===== src/rtl/pipeline_regs_pkg.sv =====
// Shared pipeline types: the elastic-stage FSM encoding plus the per-boundary payload structs
// that callers pack into pipeline_stage_reg via WIDTH=$bits(<struct>) and a cast.
package pipeline_regs_pkg;

    // Encoding doubles as the occupancy count, so the top can drive occupancy straight from state.
    typedef enum logic [1:0] {
        EMPTY = 2'd0,
        ONE   = 2'd1,
        TWO   = 2'd2
    } stage_state_t;

    typedef struct packed {
        logic [31:0] pc;
        logic [31:0] instr;
    } FD_t;

    typedef struct packed {
        logic [31:0] pc;
        logic [31:0] opA;
        logic [31:0] opB;
    } DE_t;

    typedef struct packed {
        logic [31:0] aluOut;
        logic [31:0] storeData;
        logic [4:0]  rd;
        logic        memRead;
        logic        memWrite;
        logic        regWrite;
    } EM_t;

    typedef struct packed {
        logic [31:0] result;
        logic [4:0]  rd;
        logic        regWrite;
    } MW_t;

endpackage


===== src/rtl/pipeline_stage_reg.sv =====
// Elastic pipeline latch with valid/ready handshake, synchronous flush, optional two-entry skid
// buffer (registered in_ready) and a saturating count of downstream stall cycles.
module pipeline_stage_reg
    import pipeline_regs_pkg::*;
#(
    parameter int               WIDTH     = 96,
    parameter int               SKID      = 1,
    parameter logic [WIDTH-1:0] NOP_VALUE = '0,
    parameter int               CNT_W     = 16
) (
    input  logic             CLK,
    input  logic             RST,
    input  logic             flush,
    input  logic             in_valid,
    output logic             in_ready,
    input  logic [WIDTH-1:0] in_data,
    output logic             out_valid,
    input  logic             out_ready,
    output logic [WIDTH-1:0] out_data,
    output logic [1:0]       occupancy,
    output logic [CNT_W-1:0] stall_cnt
);

    logic [CNT_W-1:0] r_stallCnt;

    generate
        if (SKID != 0) begin : gen_skid
            stage_state_t     r_state;
            stage_state_t     w_nextState;
            logic             r_inReady;
            logic [WIDTH-1:0] r_main;
            logic [WIDTH-1:0] r_skid;
            logic             w_inXfer;
            logic             w_outXfer;

            assign w_inXfer  = in_valid && r_inReady;
            assign w_outXfer = (r_state != EMPTY) && out_ready;

            always_comb begin
                w_nextState = r_state;
                if (flush) begin
                    w_nextState = EMPTY;
                end else begin
                    case (r_state)
                        EMPTY:   if (w_inXfer) w_nextState = ONE;
                        ONE: begin
                            if (w_inXfer && !w_outXfer)      w_nextState = TWO;
                            else if (!w_inXfer && w_outXfer) w_nextState = EMPTY;
                        end
                        TWO:     if (w_outXfer) w_nextState = ONE;
                        default: w_nextState = EMPTY;
                    endcase
                end
            end

            // in_ready is precomputed from next state so the upstream sees a flop, not logic.
            always_ff @(posedge CLK) begin
                if (RST) begin
                    r_state   <= EMPTY;
                    r_inReady <= 1'b1;
                end else begin
                    r_state   <= w_nextState;
                    r_inReady <= (w_nextState != TWO);
                end
            end

            always_ff @(posedge CLK) begin
                if (!RST && !flush) begin
                    case (r_state)
                        EMPTY: if (w_inXfer) r_main <= in_data;
                        ONE: begin
                            if (w_inXfer && w_outXfer) r_main <= in_data;
                            else if (w_inXfer)         r_skid <= in_data;
                        end
                        TWO:   if (w_outXfer) r_main <= r_skid;
                        default: ;
                    endcase
                end
            end

            assign in_ready  = r_inReady;
            assign out_valid = (r_state != EMPTY);
            assign out_data  = out_valid ? r_main : NOP_VALUE;
            assign occupancy = r_state;
        end else begin : gen_single
            logic             r_valid;
            logic [WIDTH-1:0] r_main;
            logic             w_inReady;
            logic             w_inXfer;

            // Accepting while draining lets the single entry sustain one transfer per cycle.
            assign w_inReady = !r_valid || out_ready;
            assign w_inXfer  = in_valid && w_inReady;

            always_ff @(posedge CLK) begin
                if (RST || flush) begin
                    r_valid <= 1'b0;
                end else if (w_inXfer) begin
                    r_valid <= 1'b1;
                end else if (out_ready) begin
                    r_valid <= 1'b0;
                end
            end

            always_ff @(posedge CLK) begin
                if (!RST && !flush && w_inXfer) begin
                    r_main <= in_data;
                end
            end

            assign in_ready  = w_inReady;
            assign out_valid = r_valid;
            assign out_data  = r_valid ? r_main : NOP_VALUE;
            assign occupancy = {1'b0, r_valid};
        end
    endgenerate

    // Flush deliberately leaves this alone so stall statistics survive hazard recovery.
    always_ff @(posedge CLK) begin
        if (RST) begin
            r_stallCnt <= '0;
        end else if (out_valid && !out_ready && (r_stallCnt != {CNT_W{1'b1}})) begin
            r_stallCnt <= r_stallCnt + {{(CNT_W-1){1'b0}}, 1'b1};
        end
    end

    assign stall_cnt = r_stallCnt;

endmodule


===== config.mk =====
export PLATFORM = sky130hd
export DESIGN_NAME = pipeline_stage_reg
export DESIGN_NICKNAME = d
export VERILOG_FILES = /design/src/rtl/pipeline_regs_pkg.sv /design/src/rtl/pipeline_stage_reg.sv
export SDC_FILE = /design/constraint.sdc
export NUM_CORES = 1
export LEC_CHECK = 0
export BUFFER_PORTS_ARGS = -buffer_cell sky130_fd_sc_hd__buf_2
export CORE_MARGIN = 5
export CORE_UTILIZATION = 50
export DETAILED_ROUTE_END_ITERATION = 7
export HOLD_SLACK_MARGIN = 0.05
export PLACE_DENSITY = 0.76
export SLEW_MARGIN = 20
export SYNTH_ARGS = -nofsm -noshare
export SYNTH_HDL_FRONTEND = slang
export SYNTH_SLANG_ARGS = --single-unit
export TNS_END_PERCENT = 1

===== constraint.sdc =====
create_clock -name CLK -period 12.2 [get_ports CLK]
set_clock_uncertainty 0.1 [all_clocks]
set_input_delay 0.61 -clock CLK [delete_from_list [all_inputs] [get_ports CLK]]
set_output_delay 0.61 -clock CLK [all_outputs]
set_load 0.03 [all_outputs]

[Word-level counts from Yosys, hierarchy flattened]
Index checks and enable logic that the tools add are counted.
Widths: inputs -> output; s select.
Word-level totals
  register bits: 211
  bits in latches: 0
  bits in writable memories: 0
  memory bits (read-only): 0
  input port bits: 101
  output and inout port bits: 116
  word-level logic and storage cells: 43
  memories: 0
Operators by class
  $add $sub $neg: 1
  $mul: 0
  divide/modulo/power cells: 0
  magnitude comparators: 0
  eq/ne operators: 7
  shifts and indexed selects: 0
  muxes and demuxes: 11
  bitwise logic cells: 1
  reductions and logical operators: 18
Operators with widths (number)
  $mux 96: 4
  $pmux 96 s3: 1
  $add 16x1->16 const B: 1
  $ne 16x16->1 const B: 1
  $mux 2: 5
  $logic_and 1x1->1: 8
  $ne 2x2->1 const B: 4
  $pmux 2 s3: 1
  $logic_not 1->1: 5
  $reduce_and 5->1: 1
  $reduce_and 4->1: 1
  $reduce_bool 3->1: 1
  $eq 2x1->1 const B: 1
  $eq 2x2->1 const B: 1
  $logic_not 2->1: 1
  $reduce_bool 2->1: 1
  $not 1->1: 1

[Depth between registers and ports, before layout]
  depth in word-level cells: 8
  gate-level depth with buffers: 5

[Worst setup path after synthesis]
Ideal clock, no wire load.
  kind: input port to flip-flop
  start: input in_valid
  end: register gen_skid.r_skid[0], enable pin
  setup time: 0.787 ns
  arrival time: 9.956 ns
  required time: 11.313 ns
  slack: 1.357 ns
  stages: 4
  path through: nand2_1 > nor2_1 > nand2_1 > nor4_1
Between the ends
  cells in the longest elaborated chain, start to end: 4
Ends and longest elaborated chain
  start, declared: RTL line pipeline_stage_reg.sv:14  | input logic in_valid,
  $logic_and 1x1->1 (*): RTL line pipeline_stage_reg.sv:36  | assign w_inXfer = in_valid && r_inReady;
  $logic_and 1x1->1: RTL line pipeline_stage_reg.sv:72  | if (w_inXfer && w_outXfer) r_main <= in_data;
  $not 1->1 (no line)
  $reduce_and 4->1 (no line) (*)
  end signal, assigned: RTL line pipeline_stage_reg.sv:73  | else if (w_inXfer) r_skid <= in_data;
  end, declared: RTL line pipeline_stage_reg.sv:32  | logic [WIDTH-1:0] r_skid;
Every way passes the cells marked *; elsewhere a longest branch is shown, timed or not.
A chain may end at the register's enable or synchronous reset.

[Final worst setup path]
  start: register gen_skid.r_state[1] (netlist: occupancy[1])
  end: output out_data[28]
Between the ends
  cells in the longest elaborated chain, start to end: 2
Ends and longest elaborated chain
  start, declared: RTL line pipeline_stage_reg.sv:28  | stage_state_t r_state;
  start signal, assigned: RTL line pipeline_stage_reg.sv:62  | r_state <= w_nextState;
  $reduce_bool 2->1: RTL line pipeline_stage_reg.sv:82  | assign out_valid = (r_state != EMPTY);
  $mux 96: RTL line pipeline_stage_reg.sv:83  | assign out_data = out_valid ? r_main : NOP_VALUE;
  end, declared: RTL line pipeline_stage_reg.sv:19  | output logic [WIDTH-1:0] out_data,
Every way passes these cells.

==> qor.txt <==
run status -> finished, final reports clean
Area Growth Syn to Fin -> 23.9%
final period demand of the worst path -> 3.03 ns
Power Dens Cells -> 149 nW/um^2
Warnings, synthesis -> 0
number of vias after detailed routing -> 5,124
Core Region -> 17,100 sq um
combined area of all synthesized cells -> 8590 sq um
share of power burned in combinational logic -> 6.5%
number of max-slew violations in the final report -> 0
DRC violations left -> 0
endpoint kind of the worst setup timing path -> primary output
Core Util, Final -> 62.4%
worst endpoint required time -> 11.49 ns
clock tree from TritonCTS -> yes
arrival time reported for the critical path endpoint -> 2.32 ns
Synth Area per Inst -> 16.3 sq um
area after detailed placement -> 9900 sq um
static power due to leakage -> 4.21 nW
number of iterations in the first detailed-routing pass -> 4
fraction of layout cells with a size suffix above 1 -> 47.5%
Final Hold Slack -> 0.208 ns
Hold Fails Final Rpt -> 0
final weighted congestion in routability-driven placement -> 0.734
Setup crit start kind -> flop
distinct cell type count after synthesis -> 37
detailed router's first-iteration violation count -> 249
residual overflow from global routing -> 0
max-slew headroom at the worst pin -> 45.9%
number of antenna repair diodes -> 0
Setup Buffers After CTS -> 0
Clock Path Buffers -> 3
via count of the first global-routing pass -> 5,403
total CTS buffers -> 22
post-cts sizing count -> 0
switch share -> 20.6%
vertical extent of the die -> 141 um
placed instance count -> 949
delay of the slowest cell on the worst path -> 0.56 ns
number of endpoints failing setup at the final stage -> 0
total routed wirelength -> 17,800 um
initial antenna violation count -> 3
slew at the pin closest to its max-slew limit -> 0.811 ns
maximum level of the CTS H-tree -> 1
final standard cell area without fillers -> 10,600 sq um
Setup WS post-layout -> 9.17 ns
HPWL after detailed placement -> 11,700 um
Total GRT Usage -> 17.3%
number of instances in the synthesized netlist -> 527
Power Total -> 1.59 mW
final worst-path cycle share -> 24.8%
Hold Path Class -> primary input to flop
clock latency at the later pin of the worst-skew pair -> 0.49 ns
std cell rows -> 48
number of top-level design ports -> 217
setup TNS -> 0 ns
Port Buf Inserts -> 216
CP Cell Sequence -> or2_2 -> buf_4 -> and2_1 -> buf_2
share of power burned in registers -> 51.0%
Post-CTS Hold Buffers -> 0
Setup Crit Path Kind -> flop to primary output
root buf cell -> sky130_fd_sc_hd__clkbuf_16
net total in the final layout -> 850
highest achievable clock rate -> 330 MHz
Slowest cell on crit path -> sky130_fd_sc_hd__buf_4
post-DR vias/cell -> 5.18
post-synthesis sequential element count -> 211
floorplan die width -> 141 um
share of synthesized area occupied by flip-flops and latches -> 71.6%
count of maximum capacitance violations -> 0
Sinks on Clock Net -> 211
die outline area -> 19,900 sq um
maximum fanout along the worst path -> 97
Cell Count, Final, Fillers Out -> 989
total internal power -> 1.26 mW
clock slew at reported path FFs -> 0.06 ns
setup repair after global routing missed its margin -> no
maximum number of pins on one net before global-route repair -> 98
initial core utilization -> 50.3%
Switch Pwr -> 0.327 mW
setup slack after placement -> 9.65 ns
clock network fraction of total power -> 42.5%
Post-DRT Antenna Nets -> 0
wire length of the first global-routing pass -> 27,900 um
IR drop worst, VDD -> 0.123 mV
syn nets -> 629
DR WL/cell -> 18.0 um
==> state kept, by name (all words and copies together), names as in the netlist <==
| signal | count |
|---|---|
| in_ready | 1 |
| stall_cnt | 16 |
| occupancy | 2 |
| gen_skid.r_skid | 96 |
| gen_skid.r_main | 96 |
==> path summary, 6_finish.rpt <==
kind                                   start  depth (start not counted)  slack, ns                   to
worst min register to register  stall_cnt[1]                          2       0.41         stall_cnt[1]
worst min-delay path             in_data[40]                          1       0.21  gen_skid.r_skid[40]
worst max register to register  occupancy[0]                          3       9.62  gen_skid.r_main[65]
worst max-delay path            occupancy[1]                          4       9.17         out_data[28]
==> critical path: cells and delay by family, from the launching register on <==
kind | cells | cell delay [ns]
buf+inv | 2 | 0.77
flops | 1 | 0.52
simple gates | 2 | 0.44
==> cells in the final DEF (no fill, tap or decap), types with 2 or more instances in the layout <==
cell type and count:
sky130_fd_sc_hd__and3_1 3, sky130_fd_sc_hd__clkbuf_1 6, sky130_fd_sc_hd__edfxtp_1 192, sky130_fd_sc_hd__nand3b_1 2, sky130_fd_sc_hd__and2_1 97, sky130_fd_sc_hd__nor3_1 4, sky130_fd_sc_hd__nand3_1 6, sky130_fd_sc_hd__or3_1 3
sky130_fd_sc_hd__dfxtp_1 19, sky130_fd_sc_hd__o31ai_1 5, sky130_fd_sc_hd__clkinv_1 2, sky130_fd_sc_hd__nor2_1 10, sky130_fd_sc_hd__buf_2 216, sky130_fd_sc_hd__inv_1 4, sky130_fd_sc_hd__nand2_1 8, sky130_fd_sc_hd__buf_4 6
sky130_fd_sc_hd__nand2b_1 2, sky130_fd_sc_hd__nand4_1 2, sky130_fd_sc_hd__nor2b_1 4, sky130_fd_sc_hd__a211oi_1 2, sky130_fd_sc_hd__mux2_2 100, sky130_fd_sc_hd__nand4_4 2, sky130_fd_sc_hd__or4_1 5, sky130_fd_sc_hd__clkbuf_16 23
sky130_fd_sc_hd__a21oi_1 11, sky130_fd_sc_hd__clkinv_2 5, sky130_fd_sc_hd__nor4_1 2, sky130_fd_sc_hd__bufinv_16 3, sky130_fd_sc_hd__o21ai_0 3
==> kinds of logic after synthesis <==
group                    after synthesis  synth area share (%)
multiplexers                         101                  13.2
adder cells (fa/ha/maj)                1                 0.146
AND/OR/NAND/NOR                      157                  11.4
XOR/XNOR                               1                 0.102
AO/OA/AOI/OAI                         27                  2.05
flip-flops                           211                  71.6
buffers and inverters                 29                  1.44
==> area by class of cell <==
type                            instances  area (sq um)
Fill cell                            1336          6420
Sequential cell                       211          6150
Multi-Input combinational cell        287          2330
Timing Repair Buffer                  222          1130
Clock buffer                           30           612
Tap cell                              225           282
Clock inverter                         10           123
Inverter                                4          15.0
==> cell usage after synthesis (all sizes together) <==
master / number / area share [%]
o2111ai: 1 / 0.10
nand2: 8 / 0.35
o21ai: 3 / 0.17
inv: 4 / 0.17
a21oi: 11 / 0.64
edfxtp: 192 / 67
a211oi: 2 / 0.17
clkbuf: 13 / 0.57
o21ba: 1 / 0.12
nor2: 10 / 0.44
and4: 1 / 0.10
nand3: 6 / 0.35
and3: 3 / 0.22
o21a: 1 / 0.087
ha: 1 / 0.15
o21bai: 1 / 0.087
o31ai: 5 / 0.44
and2: 97 / 7.1
xor2: 1 / 0.10
dfxtp: 19 / 4.4
nor3: 5 / 0.29
or2: 2 / 0.17
nand3b: 2 / 0.17
nor4: 4 / 0.47
nand4: 4 / 0.64
buf: 12 / 0.70
nor2b: 4 / 0.29
or4: 5 / 0.44
nand2b: 3 / 0.22
mux2: 100 / 13
or3: 3 / 0.22
a2111o: 1 / 0.13
a2111oi: 1 / 0.10
mux2i: 1 / 0.12
==> power by group through the flow <==
stage / clock, mW / sequential [mW] / combinational (mW)
2_1_floorplan: 0 / 0.827 / 0.0613
4_1_cts: 0.695 / 0.809 / 0.105
5_1_grt: 0.729 / 0.809 / 0.112
3_5_place_dp: 0 / 0.824 / 0.104
3_3_place_gp: 0 / 0.823 / 0.101
6_report: 0.675 / 0.809 / 0.104
==> layer usage <==
| layer | wire length [um] | global-route usage (%) | up-vias |
|---|---|---|---|
| met1 | 7130 | 21.7 | 2492 |
| met3 | 1470 | 5.19 | 36 |
| met5 | 37 | 0 | - |
| li1 | - | - | 2409 |
| met2 | 8820 | 29.7 | 181 |
| met4 | 354 | 4.49 | 6 |
Note: power is estimated with default switching activity, not from simulation.
